**src/rtl/ac97_pkg.sv**
```systemverilog
// Shared AC97 frame constants, tag bit positions and receiver state encoding.
package ac97_pkg;

   localparam int AC97_FRAME_BITS  = 256;
   localparam int AC97_TAG_BITS    = 16;
   localparam int AC97_SLOT_BITS   = 20;

   localparam int AC97_SLOT1_START = 16;
   localparam int AC97_SLOT2_START = 36;
   localparam int AC97_SLOT3_START = 56;
   localparam int AC97_SLOT4_START = 76;

   localparam int AC97_TAG_READY   = 15;
   localparam int AC97_TAG_SLOT1   = 14;
   localparam int AC97_TAG_SLOT2   = 13;
   localparam int AC97_TAG_SLOT3   = 12;
   localparam int AC97_TAG_SLOT4   = 11;

   typedef logic [1:0] ac97_state_t;
   localparam ac97_state_t ST_HUNT      = 2'd0;
   localparam ac97_state_t ST_TAG       = 2'd1;
   localparam ac97_state_t ST_SLOTS     = 2'd2;
   localparam ac97_state_t ST_FRAME_END = 2'd3;

   // Frame bit index of the last bit of the slot starting at 'start'.
   function automatic logic [7:0] slot_last_bit(input int start);
      return 8'(start + AC97_SLOT_BITS - 1);
   endfunction

endpackage

```
**src/rtl/ac97_frame_sync.sv**
```systemverilog
// SYNC edge detection, frame bit counter, lock state machine and sticky sync_error.
module ac97_frame_sync
   import ac97_pkg::*;
(
   input  logic       bit_clk,
   input  logic       reset_b,
   input  logic       sync,
   output logic [7:0] bit_idx,
   output logic       bit_vld,
   output logic       sync_error
);

   logic        sync_q;
   ac97_state_t state_q, state_d;
   logic [7:0]  bit_cnt_q, bit_cnt_d;
   logic        sync_error_q, sync_error_d;
   logic        sync_rise_s;

   assign sync_rise_s = sync & ~sync_q;

   // Next state; bit_idx/bit_vld qualify the bit sampled at the coming edge.
   always_comb begin
      state_d      = state_q;
      bit_cnt_d    = bit_cnt_q;
      sync_error_d = sync_error_q;
      bit_idx      = bit_cnt_q;
      bit_vld      = 1'b0;
      case (state_q)
         ST_HUNT: begin
            if (sync_rise_s) begin
               state_d   = ST_TAG;
               bit_cnt_d = 8'd1;
               bit_idx   = 8'd0;
               bit_vld   = 1'b1;
            end else begin
               bit_cnt_d = 8'd0;
            end
         end
         ST_TAG, ST_SLOTS: begin
            bit_vld = 1'b1;
            if (sync_rise_s) begin
               // Early SYNC: this bit restarts the frame as bit 0.
               sync_error_d = 1'b1;
               state_d      = ST_TAG;
               bit_cnt_d    = 8'd1;
               bit_idx      = 8'd0;
            end else if (bit_cnt_q == 8'(AC97_FRAME_BITS - 1)) begin
               state_d   = ST_FRAME_END;
               bit_cnt_d = 8'd0;
            end else if (bit_cnt_q == 8'(AC97_TAG_BITS - 1)) begin
               state_d   = ST_SLOTS;
               bit_cnt_d = bit_cnt_q + 8'd1;
            end else begin
               bit_cnt_d = bit_cnt_q + 8'd1;
            end
         end
         ST_FRAME_END: begin
            if (sync_rise_s) begin
               state_d   = ST_TAG;
               bit_cnt_d = 8'd1;
               bit_idx   = 8'd0;
               bit_vld   = 1'b1;
            end else begin
               sync_error_d = 1'b1;
               state_d      = ST_HUNT;
               bit_cnt_d    = 8'd0;
            end
         end
         default: begin
            state_d   = ST_HUNT;
            bit_cnt_d = 8'd0;
         end
      endcase
   end

   // State, counter and SYNC history registers.
   always_ff @(posedge bit_clk or negedge reset_b) begin
      if (!reset_b) begin
         sync_q       <= 1'b0;
         state_q      <= ST_HUNT;
         bit_cnt_q    <= 8'd0;
         sync_error_q <= 1'b0;
      end else begin
         sync_q       <= sync;
         state_q      <= state_d;
         bit_cnt_q    <= bit_cnt_d;
         sync_error_q <= sync_error_d;
      end
   end

   assign sync_error = sync_error_q;

endmodule

```
**src/rtl/ac97_receiver.sv**
```systemverilog
// AC97 SDATA_IN deserializer: slot-0 tag decode, slot 3/4 PCM to FIFO, optional
// slot 1/2 status read-back enabled by defining AC97_RX_STATUS_EN.
module ac97_receiver
   import ac97_pkg::*;
#(
   parameter int SAMPLE_WIDTH = 20
)(
   input  logic                      bit_clk,
   input  logic                      reset_b,
   input  logic                      sync,
   input  logic                      sdata_in,
   output logic [2*SAMPLE_WIDTH-1:0] sample_fifo_din,
   output logic                      sample_fifo_wr_en,
   input  logic                      sample_fifo_full,
   output logic                      codec_ready,
   output logic [6:0]                status_addr,
   output logic [15:0]               status_data,
   output logic                      status_valid,
   output logic                      overflow,
   output logic                      sync_error
);

   localparam logic [7:0] IDX_TAG_END = 8'(AC97_TAG_BITS - 1);
   localparam logic [7:0] IDX_L_END   = slot_last_bit(AC97_SLOT3_START);
   localparam logic [7:0] IDX_R_END   = slot_last_bit(AC97_SLOT4_START);

   logic [7:0] bit_idx_s;
   logic       bit_vld_s;

   ac97_frame_sync u_frame_sync (
      .bit_clk    (bit_clk),
      .reset_b    (reset_b),
      .sync       (sync),
      .bit_idx    (bit_idx_s),
      .bit_vld    (bit_vld_s),
      .sync_error (sync_error)
   );

   // Bit history plus the bit being sampled: word_s is the 20-bit slot (or, in its
   // low 16 bits, the tag) that ends at the current bit.
   logic [AC97_SLOT_BITS-2:0]   shift_q, shift_d;
   logic [AC97_SLOT_BITS-1:0]   word_s;
   logic                        codec_ready_q, codec_ready_d;
   logic                        pcm_ok_q, pcm_ok_d;
   logic [SAMPLE_WIDTH-1:0]     left_q, left_d;
   logic [2*SAMPLE_WIDTH-1:0]   din_q, din_d;
   logic                        wr_en_q, wr_en_d;
   logic                        overflow_q, overflow_d;

   assign word_s = {shift_q, sdata_in};

   // Tag latch, left capture and the FIFO write decision at the end of slot 4.
   always_comb begin
      shift_d       = word_s[AC97_SLOT_BITS-2:0];
      codec_ready_d = codec_ready_q;
      pcm_ok_d      = pcm_ok_q;
      left_d        = left_q;
      din_d         = din_q;
      wr_en_d       = 1'b0;
      overflow_d    = overflow_q;
      if (!bit_vld_s) begin
         wr_en_d = 1'b0;
      end else if (bit_idx_s == IDX_TAG_END) begin
         codec_ready_d = word_s[AC97_TAG_READY];
         pcm_ok_d      = word_s[AC97_TAG_SLOT3] & word_s[AC97_TAG_SLOT4];
      end else if (bit_idx_s == IDX_L_END) begin
         left_d = word_s[AC97_SLOT_BITS-1 -: SAMPLE_WIDTH];
      end else if (bit_idx_s == IDX_R_END) begin
         if (!pcm_ok_q) begin
            wr_en_d = 1'b0;
         end else if (sample_fifo_full) begin
            overflow_d = 1'b1;
         end else begin
            wr_en_d = 1'b1;
            din_d   = {left_q, word_s[AC97_SLOT_BITS-1 -: SAMPLE_WIDTH]};
         end
      end else begin
         wr_en_d = 1'b0;
      end
   end

   // Capture-path registers.
   always_ff @(posedge bit_clk or negedge reset_b) begin
      if (!reset_b) begin
         shift_q       <= '0;
         codec_ready_q <= 1'b0;
         pcm_ok_q      <= 1'b0;
         left_q        <= '0;
         din_q         <= '0;
         wr_en_q       <= 1'b0;
         overflow_q    <= 1'b0;
      end else begin
         shift_q       <= shift_d;
         codec_ready_q <= codec_ready_d;
         pcm_ok_q      <= pcm_ok_d;
         left_q        <= left_d;
         din_q         <= din_d;
         wr_en_q       <= wr_en_d;
         overflow_q    <= overflow_d;
      end
   end

   assign sample_fifo_din   = din_q;
   assign sample_fifo_wr_en = wr_en_q;
   assign codec_ready       = codec_ready_q;
   assign overflow          = overflow_q;

`ifdef AC97_RX_STATUS_EN
   localparam logic [7:0] IDX_S1_END = slot_last_bit(AC97_SLOT1_START);
   localparam logic [7:0] IDX_S2_END = slot_last_bit(AC97_SLOT2_START);

   logic        stat_ok_q, stat_ok_d;
   logic [6:0]  addr_pend_q, addr_pend_d;
   logic [6:0]  status_addr_q, status_addr_d;
   logic [15:0] status_data_q, status_data_d;
   logic        status_valid_q, status_valid_d;

   // Address is held pending until slot 2 completes so both outputs move together.
   always_comb begin
      stat_ok_d      = stat_ok_q;
      addr_pend_d    = addr_pend_q;
      status_addr_d  = status_addr_q;
      status_data_d  = status_data_q;
      status_valid_d = 1'b0;
      if (!bit_vld_s) begin
         status_valid_d = 1'b0;
      end else if (bit_idx_s == IDX_TAG_END) begin
         stat_ok_d = word_s[AC97_TAG_SLOT1] & word_s[AC97_TAG_SLOT2];
      end else if (bit_idx_s == IDX_S1_END) begin
         addr_pend_d = word_s[18:12];
      end else if ((bit_idx_s == IDX_S2_END) && stat_ok_q) begin
         status_addr_d  = addr_pend_q;
         status_data_d  = word_s[19:4];
         status_valid_d = 1'b1;
      end else begin
         status_valid_d = 1'b0;
      end
   end

   // Status read-back registers.
   always_ff @(posedge bit_clk or negedge reset_b) begin
      if (!reset_b) begin
         stat_ok_q      <= 1'b0;
         addr_pend_q    <= 7'd0;
         status_addr_q  <= 7'd0;
         status_data_q  <= 16'd0;
         status_valid_q <= 1'b0;
      end else begin
         stat_ok_q      <= stat_ok_d;
         addr_pend_q    <= addr_pend_d;
         status_addr_q  <= status_addr_d;
         status_data_q  <= status_data_d;
         status_valid_q <= status_valid_d;
      end
   end

   assign status_addr  = status_addr_q;
   assign status_data  = status_data_q;
   assign status_valid = status_valid_q;
`else
   assign status_addr  = 7'd0;
   assign status_data  = 16'd0;
   assign status_valid = 1'b0;
`endif

endmodule

```
**config.mk**
```make
export PLATFORM = sky130hd
export DESIGN_NAME = ac97_receiver
export DESIGN_NICKNAME = d
export VERILOG_FILES = /design/src/rtl/ac97_pkg.sv /design/src/rtl/ac97_frame_sync.sv /design/src/rtl/ac97_receiver.sv
export SDC_FILE = /design/constraint.sdc
export NUM_CORES = 1
export LEC_CHECK = 0
export ABC_AREA = 1
export CAP_MARGIN = 10
export CORE_MARGIN = 2
export CORE_UTILIZATION = 35
export CTS_BUF_LIST = sky130_fd_sc_hd__clkbuf_8
export DETAILED_ROUTE_END_ITERATION = 8
export PLACE_DENSITY_LB_ADDON = 0.3
export RECOVER_POWER = 25
export SYNTH_ARGS = -nofsm -noshare
export SYNTH_HDL_FRONTEND = slang
export SYNTH_SLANG_ARGS = --single-unit
export TNS_END_PERCENT = 50
```
**constraint.sdc**
```tcl
create_clock -name bit_clk -period 3.3 [get_ports bit_clk]
set_clock_uncertainty 0.1 [all_clocks]
set_input_delay 0.825 -clock bit_clk [delete_from_list [all_inputs] [get_ports bit_clk]]
set_output_delay 0.825 -clock bit_clk [all_outputs]
set_load 0.01 [all_outputs]
```
== Yosys cells after proc, flatten, opt, wreduce, memory -nomap -nowiden ==
Cells that the tools add are included.

* Register bits after elaboration: 95
* Input port bits: 5
* Output and inout port bits: 68

* Add/sub/neg operators: 1
* Equality and inequality tests: 12
* Multiplexer cells: 23
* Bitwise operators: 6
* Reductions and logical operators: 11

{| class="wikitable"
|+ Operators by type and width
! kind !! count
|-
| $mux 8 || 4
|-
| $eq 8x4->1 const B || 2
|-
| $eq 8x7->1 const B || 2
|-
| $pmux 8 s2 || 1
|-
| $reduce_and 6->1 || 2
|-
| $mux 1 || 11
|-
| $add 8x1->8 const B || 1
|-
| $eq 8x8->1 const B || 1
|-
| $mux 2 || 4
|-
| $pmux 2 s3 || 1
|-
| $reduce_and 3->1 || 2
|-
| $eq 2x2->1 const B || 2
|-
| $ne 2x1->1 const B || 2
|-
| $ne 4x1->1 const B || 1
|-
| $not 1->1 || 4
|-
| $pmux 1 s2 || 2
|-
| $reduce_and 2->1 || 2
|-
| $reduce_or 2->1 || 2
|-
| $reduce_or 4->1 || 1
|-
| $and 1x1->1 || 2
|-
| $eq 2x1->1 const B || 1
|-
| $logic_not 2->1 || 1
|-
| $ne 2x2->1 const B || 1
|-
| $reduce_bool 2->1 || 1
|}

== Logic depth before layout (Yosys ltp) ==
Gate-level depths: netlist of the first run.

* Depth after elaboration: 9
* Gate-level depth with buffers: 9

== By module ==
A second synthesis of the first run with hierarchy kept.

* Cell total of the unflattened synthesis: 443
* Area, all modules: 4091.4 sq um

{| class="wikitable"
|+ By module, submodules not included
! module !! times used !! cells each !! area an instance (sq um) !! sequential area each (sq um)
|-
| ac97_receiver || 1 || 344 || 3326.9 || 2077.0
|-
| ac97_frame_sync || 1 || 99 || 764.5 || 300.3
|}

== Worst setup path after synthesis of the first run ==
Ideal clock, no wire load.

* Path kind: in2reg
* From: input port sync
* To: register din_q[10] (netlist: sample_fifo_din[10])
* Arrival time: 1.660 ns
* Required time: 3.083 ns
* Path slack: 1.423 ns
* Cell stages on the path: 8
* Buffers on the path: 1
* Path through: inv_1 nor2_1 nor2_1 nor2_8 nand3_2 buf_4 nand2_1 nand2_1

* Cells in the longest elaborated chain, start to end: 6
* Elaborated cells between the ends (all ways): 11
* Classes of those cells: 3 x eq/ne; 4 x mux; 3 x bitwise; 1 x reduce/logical

{| class="wikitable"
|+ Ends and longest elaborated chain
! element !! line !! source
|-
| start, declared || ac97_receiver.sv:10 || <nowiki>input logic sync,</nowiki>
|-
| $and 1x1->1 (*) || ac97_frame_sync.sv:19 || <nowiki>assign sync_rise_s = sync & ~sync_q;</nowiki>
|-
| $mux 8 || ac97_frame_sync.sv:30, ac97_frame_sync.sv:41, ac97_frame_sync.sv:58 ||
|-
| $mux 8 || -- ||
|-
| $eq 8x7->1 or $eq 8x4->1 (tied branches) || ac97_receiver.sv:66, ac97_receiver.sv:63 ||
|-
| $not 1->1 (no source line) || -- ||
|-
| $reduce_and 6->1 (no source line) (*) || -- ||
|-
| end signal, assigned || ac97_receiver.sv:97 || <nowiki>din_q <= din_d;</nowiki>
|-
| end, declared || ac97_receiver.sv:46 || <nowiki>logic [2*SAMPLE_WIDTH-1:0] din_q, din_d;</nowiki>
|}

Every way passes the cells marked *; elsewhere a longest branch is shown, timed or not. The select of a mux whose other input is x is not followed.
A chain may end at the register's enable or synchronous reset.

== Worst setup path after layout of the first run ==
* From: input port sync
* To: register left_q[11]

* Cells in the longest elaborated chain, start to end: 6
* Elaborated cells between the ends (all ways): 9
* Classes of those cells: 2 x eq/ne; 4 x mux; 2 x bitwise; 1 x reduce/logical

{| class="wikitable"
|+ Ends and longest elaborated chain
! element !! line !! source
|-
| $and 1x1->1 (*) || ac97_frame_sync.sv:19 ||
|-
| $mux 8 || ac97_frame_sync.sv:30, ac97_frame_sync.sv:41, ac97_frame_sync.sv:58 ||
|-
| $mux 8 || -- ||
|-
| $eq 8x4->1 || ac97_receiver.sv:63 || <nowiki>end else if (bit_idx_s == IDX_TAG_END) begin</nowiki>
|-
| $not 1->1 (no source line) || -- ||
|-
| $reduce_and 3->1 (no source line) (*) || -- ||
|-
| end signal, assigned || ac97_receiver.sv:96 || <nowiki>left_q <= left_d;</nowiki>
|-
| end, declared || ac97_receiver.sv:45 || <nowiki>logic [SAMPLE_WIDTH-1:0] left_q, left_d;</nowiki>
|}

Marked as above.

==> metrics.yaml, run 1 <==
cells_and_area:
  nNetsFinal: 476
  drive_gt1_share_pct: 6.79
  fillCellCount: 1064
  diodes: 0
  syn2layout_area_growth_pct: 17.5
detailed_routing:
  drt_iter0_markers: 250
  wl_met3_um: 325
  wirelength_mm: 8.07
  via_per_inst: 4.68
  route.detailed.wl_per_inst_um: 13.2
  drc: 0
  num_vias: 2860
  drt.antenna.violating_nets: 0
  top_layer: "met4"
  wl_met2_mm: 3.25
  met1_length_mm: 4.32
  first_pass_iters: 4
hold_path:
  hold_class: "register to register"
  min-delay-start: "shift_q[9]$_DFF_PN0_"
die:
  rows: 38
  die_w_um: 111
  core_um2: 11000
  start_util_pct: 36.2
  die_area_um2: 12200
  pin_count: 73
  die_h_um: 111
sta:
  slew_viol_final: 0
  rsz0062_at_grt: "false"
  timing.fmax_mhz: 416
  timing.final.ws_setup_ps: 896
  setup_viol: 0
  hold_viol: 0
  final.setup.tns_ps: 0
  maxSlewHeadroom_pct: 56.1
  period_needed_ps: 2400
  worst_pin_slew_ps: 656
  finalCritPeriodShare_pct: 72.9
synth:
  yosysWarnings: 0
  synthCells: 421
  yosysUniqueCellTypes: 26
  syn_area_um2: 3980
  yosysSeqAreaShare_pct: 59.7
  yosys_register_bits: 95
  syn_avg_cell_area_um2: 9.45
setup_path:
  path_max_fanout: 20
  required_ps: 3500
  path_class: "primary input to register"
  crit_path_end_kind: "register"
  reg2reg_slack_ps: 1270
  worstSetupStartpointType: "primary input"
  r2r-start: "u_frame_sync.state_q[0]$_DFFE_PN0P_"
  crit_path_start: "sync"
  cp.arrival_ps: 2600
clock_tree:
  cts_buffer_depth: 2
  htree_levels: 3
  cts_buffers: 9
  cts_setup_buffers: 0
  cts_tree: "yes"
  ctsResizeCount: 0
  insertion_delay_ps: 360
  clkSinkCount: 95
  clk_pin_slew_ps: 80
  postCtsHoldBufs: 0
  root_buffer: "clkbuf_8"
placed_design:
  portBuffers: 48
  dp_hpwl_mm: 5.53
  gp_routability_congestion: 0.780
  post-place-ws_ps: 531
global_route:
  grt-ovfl-total: 0
  antenna_found_initial: 0
  grt_start_max_net_pins: 55
  grt_pass1_wl_mm: 13.9
  grt_usage_pct: 13.7
  grt_pass1_vias: 2724
pwr:
  p_leak_nw: 2.39
  powerDensity_nw_per_um2: 496
  peakVddDrop_mv: 0.246
  p_total_mw: 2.32
run_status:
  status: "complete, no violations"
run:
  drv_cap: 0
layout make-up:
cell class              instances  area, µm²  area share (%)
multi-input cells             287       1330            28.4
well taps                     140        175            3.75
clock buffers                  10        138            2.94
clock inverters                 5       33.8           0.722
inverters                      16       60.1            1.28
flip-flops and latches         95       2380            50.8
repair buffers                 58        566            12.1
per-stage QoR:
step / area, µm² / hold slack, ps / cells / utilization, %
detailed placement: 4510 / 296 / 596 / 41.0
global route: 4680 / 335 / 611 / 42.6
global placement: 4510 / 288 / 596 / 41.0
floorplan: 4070 / 275 / 444 / -
CTS: 4680 / 320 / 611 / 42.6
finish: 4680 / 315 / 611 / 42.6
state kept, by name, indices dropped and copies added (netlist names):
signal,cells
codec_ready,1
left_q,20
overflow,1
pcm_ok_q,1
sample_fifo_din,40
sample_fifo_wr_en,1
shift_q,19
u_frame_sync.bit_cnt_q,8
u_frame_sync.state_q,2
u_frame_sync.sync_error,1
u_frame_sync.sync_q,1
cell usage after synthesis:
| cell type | n | area share [%] |
|---|---|---|
| a31o_2 | 1 | 0.22 |
| nor2_8 | 1 | 0.50 |
| dfrtp_1 | 95 | 60 |
| inv_1 | 14 | 1.3 |
| conb_1 | 1 | 0.094 |
| buf_4 | 30 | 5.7 |
| nand3_2 | 1 | 0.25 |
| nor3b_1 | 1 | 0.19 |
| nor2_4 | 2 | 0.57 |
| o21ai_0 | 4 | 0.50 |
| buf_2 | 12 | 1.5 |
| and2_1 | 1 | 0.16 |
| clkinv_1 | 1 | 0.094 |
| clkbuf_1 | 4 | 0.38 |
| xor2_1 | 1 | 0.22 |
| o21bai_1 | 1 | 0.19 |
| nand4_2 | 1 | 0.31 |
| nor3_1 | 2 | 0.25 |
| ha_1 | 4 | 1.3 |
| nand4_1 | 40 | 6.3 |
| nand3_1 | 28 | 3.5 |
| o21a_1 | 1 | 0.19 |
| nor2_1 | 20 | 1.9 |
| a21oi_1 | 2 | 0.25 |
| inv_2 | 1 | 0.094 |
| nand2_1 | 152 | 14 |
critical path, cell delays in order:
cell and delay [ps]:
clkdlybuf4s50_1 430, nand2_1 210, nand3_1 180, nor2_4 170, nor2_8 50, nand2_1 500, nand2_1 130, nand2_1 100
path summary, 6_finish.rpt:
check,to,cells past startpoint
min,shift_q[10]$_DFF_PN0_,0
max reg2reg,left_q[11]$_DFFE_PN0P_,7
min reg2reg,shift_q[10]$_DFF_PN0_,0
max,left_q[11]$_DFFE_PN0P_,8
min in group asynchronous,u_frame_sync.bit_cnt_q[5]$_DFF_PN0_,1
max in group asynchronous,shift_q[9]$_DFF_PN0_,2
placed cells by master (no fill, tap or decap), types with 2 or more instances in the layout:
| master | instances |
|---|---|
| nor3_1 | 2 |
| nor2_4 | 2 |
| nor2_1 | 20 |
| buf_4 | 10 |
| nand2_1 | 152 |
| dfrtp_1 | 95 |
| a21oi_1 | 2 |
| nand3_1 | 28 |
| conb_1 | 24 |
| ha_1 | 4 |
| clkbuf_8 | 10 |
| nand4_1 | 40 |
| clkdlybuf4s50_1 | 47 |
| inv_1 | 15 |
| o21ai_0 | 4 |
kinds of logic (layout without fill, tap and decap cells):
| kind of cell | count (synthesis) | after routing | synth area share (%) |
|---|---|---|---|
| AOI/OAI and AO/OA | 9 | 9 | 1.35 |
| xor gates and xnor gates | 1 | 1 | 0.220 |
| adders and majority gates | 4 | 4 | 1.26 |
| buffers and inverters | 62 | 89 | 9.06 |
| DFF | 95 | 95 | 59.7 |
| other | 1 | 24 | 0.0942 |
| and+or+nand+nor | 249 | 249 | 28.3 |
where the power goes:
| group | total, mW | switching (mW) | internal, mW |
|---|---|---|---|
| Clock | 0.678 | 0.388 | 0.290 |
| Combinational | 0.406 | 0.294 | 0.111 |
| Sequential | 1.24 | 0.0376 | 1.20 |
layer usage:
layer,vias to the layer above,global-route usage [%]
met5,-,0
met4,0,6.50
met3,12,2.14
met2,82,18.6
met1,1354,21.3
li1,1412,-
Note: power is estimated with default switching activity, not from simulation.
==> run 2: changes to the inputs <==
- clock period: 3.3 -> 2.4 ns (I/O delays scaled with it)
==> run 2 against run 1 <==
Sequential power up 37%. Via count up 0.24%. Wire length down 0.25%. Power up 45%. Global-route usage up 0.27 points. Highest routed layer unchanged. Critical endpoint is now sample_fifo_din[35]$_DFFE_PN0P_. First-iteration DRC count down 2.4%. Non-clock buffer count up 5. Critical path type unchanged. Worst hold slack worse by 250 ps. Cell area up 1.4%. Sequential share of layout area down 0.72 points. Register-to-register slack worse by 680 ps.
==> metrics.yaml, run 2 (synthesized netlist as in run 1, its figures left out) <==
run_status:
  status: "complete, no violations"
cells_and_area:
  syn2layout_area_growth_pct: 19.2
  multi_input_area_um2: 1330  # unchanged
  nNetsFinal: 481  # +1.1%
  largest_reg_flops: 40  # unchanged
  final_common_cell: "nand2_1"
  register_area_um2: 2380  # unchanged
  fillCellCount: 1061  # -0.28%
  layout.cells.non_filler: 617  # +0.98%
  final_util_pct: 43.2  # +0.62 points
  diodes: 0  # unchanged
  drive_gt1_share_pct: 7.97  # +1.2 points
  final_cell_mix: "152 x nand2_1, 95 x dfrtp_1, 47 x clkdlybuf4s50_1"
die:
  pin_count: 73  # unchanged
  die_h_um: 111  # unchanged
  start_util_pct: 36.2  # unchanged
  core_um2: 11000  # unchanged
  die_w_um: 111  # unchanged
  rows: 38  # unchanged
  die_area_um2: 12200  # unchanged
hold_path:
  hold_class: "primary input to asynchronous set/reset pin"
clock_tree:
  clk_pin_slew_ps: 90  # about the same
  postCtsHoldBufs: 0  # unchanged
  cts_buffer_depth: 2  # unchanged
  root_buffer: "clkbuf_8"
  insertion_delay_ps: 360  # about the same
  clkSinkCount: 95  # unchanged
  cts_setup_buffers: 0  # unchanged
  cts_buffers: 9  # unchanged
  cts_tree: "yes"
  ctsResizeCount: 0  # unchanged
  htree_levels: 3  # unchanged
sta:
  worst_pin_slew_ps: 856  # +199 ps
  period_needed_ps: 2000
  timing.hold.ws_ps: 61.3  # -254 ps
  maxSlewHeadroom_pct: 42.9  # -13 points
  slew_viol_final: 0  # unchanged
  finalCritPeriodShare_pct: 83.5
  timing.fmax_mhz: 499
  final.setup.tns_ps: 0  # unchanged
  setup_viol: 0  # unchanged
  timing.final.ws_setup_ps: 397  # -499 ps
  rsz0062_at_grt: "false"
  hold_viol: 0  # unchanged
setup_path:
  worstSetupStartpointType: "primary input"
  crit_top_cell: "nor2_1"
  path_cells: "clkdlybuf4s50_1 > inv_1 > nor2_1 > nor2_1 > nor2_8 > buf_4 > nand4_1 > nand2_1"
  crit_path_start: "sync"
  slowest_delay_ps: 490  # about the same
  path_max_fanout: 22  # +10%
  cp.arrival_ps: 2210  # -390 ps
  path_class: "primary input to register"
  reg2reg_slack_ps: 590  # -680 ps
  crit_path_end_kind: "register"
  r2r_cells: 8  # +1
  required_ps: 2610  # -890 ps
  r2r-start: "u_frame_sync.state_q[0]$_DFFE_PN0P_"
  setup.worst_path.end: "sample_fifo_din[35]$_DFFE_PN0P_"
  r2r_end: "sample_fifo_din[2]$_DFFE_PN0P_"
  crit_slowest_cell: "clkdlybuf4s50_1"
pwr:
  peakVddDrop_mv: 0.244  # -0.88%
  powerDensity_nw_per_um2: 710  # +43%
  p_leak_nw: 2.42  # +1.4%
global_route:
  grt-ovfl-total: 0  # unchanged
  grtUsageMet1_pct: 21.8  # +0.51 points
  use_met3_pct: 2.69  # +0.55 points
  grt_pass1_vias: 2820  # +3.5%
  grt.busiest_layer: "met1"
  antenna_found_initial: 0  # unchanged
  grt_usage_pct: 14.0  # +0.27 points
  use_met2_pct: 18.9  # +0.25 points
  grt_start_max_net_pins: 42  # -24%
  grt_pass1_wl_mm: 14.1  # +1.6%
placed_design:
  portBuffers: 48  # unchanged
  dp_hpwl_mm: 5.60  # +1.4%
  gp_routability_congestion: 0.783  # +0.37%
  place_inst: 601  # +0.84%
  post-place-ws_ps: 5.27  # -525 ps
detailed_routing:
  route.detailed.wl_per_inst_um: 13.0  # -1.2%
  wirelength_mm: 8.05  # -0.25%
  via_per_inst: 4.65  # -0.73%
  first_pass_iters: 4  # unchanged
  drt_iter0_markers: 244  # -2.4%
  num_vias: 2867  # +0.24%
  drc: 0  # unchanged
  drt.antenna.violating_nets: 0  # unchanged
run:
  drv_cap: 0  # unchanged
## run 2: cell types whose count changed in the layout (fill, tap and decap cells not counted), sizes merged
| cell | previous run | this run |
|---|---|---|
| buf | 11 | 15 |
| clkinvlp | 1 | 2 |
| bufinv | 0 | 1 |
| clkinv | 3 | 1 |
| clkbuf | 10 | 11 |
| inv | 17 | 18 |
## run 2: worst max-delay path: cells and delay by family
family	cells	cell delay, ps
buf+inv	3	800
simple gates	5	800
## run 2: worst min path at each step
| stage | startpoint | end | slack (ps) | cells after the start |
|---|---|---|---|---|
| CTS | reset_b | sample_fifo_din[9]$_DFFE_PN0P_ | 70 | 1 |
| global route | reset_b | u_frame_sync.bit_cnt_q[6]$_DFF_PN0_ | 80 | 1 |
| floorplan | reset_b | codec_ready$_DFFE_PN0P_ | 200 | 0 |
| global placement | shift_q[0]$_DFF_PN0_ | shift_q[1]$_DFF_PN0_ | 290 | 0 |
| detailed placement | shift_q[0]$_DFF_PN0_ | shift_q[1]$_DFF_PN0_ | 290 | 0 |
| finish | reset_b | u_frame_sync.bit_cnt_q[6]$_DFF_PN0_ | 60 | 1 |
## run 2: area by class of cell
type | instances | area share (%)
flip-flops and latches | 95 | 50.1
repair buffers | 63 | 12.7
multi-input cells | 287 | 28.0
clock buffers | 10 | 2.90
well taps | 140 | 3.69
inverters | 16 | 1.27
clock inverters | 6 | 1.40
## run 2: stage by stage
step	total power [mW]	cell area [µm²]
after global placement	2.32	4560
after CTS	3.41	4760
after global routing	3.57	4740
final	3.37	4740
after detailed placement	2.33	4560
after floorplan	2.17	4070
## run 2: power by group
group          total (mW)  internal, mW  switching (mW)
Sequential           1.70          1.65          0.0483
Clock                1.07         0.514           0.561
Combinational       0.600         0.191           0.409
## run 2: layer usage
| metal | wire length [µm] | vias up | share of wire (%) |
|---|---|---|---|
| li1 | - | 1420 | - |
| met1 | 4320 | 1356 | 54 |
| met2 | 3250 | 81 | 40 |
| met3 | 323 | 10 | 4.0 |
| met4 | 152 | 0 | 1.9 |
| met5 | 0 | - | 0 |
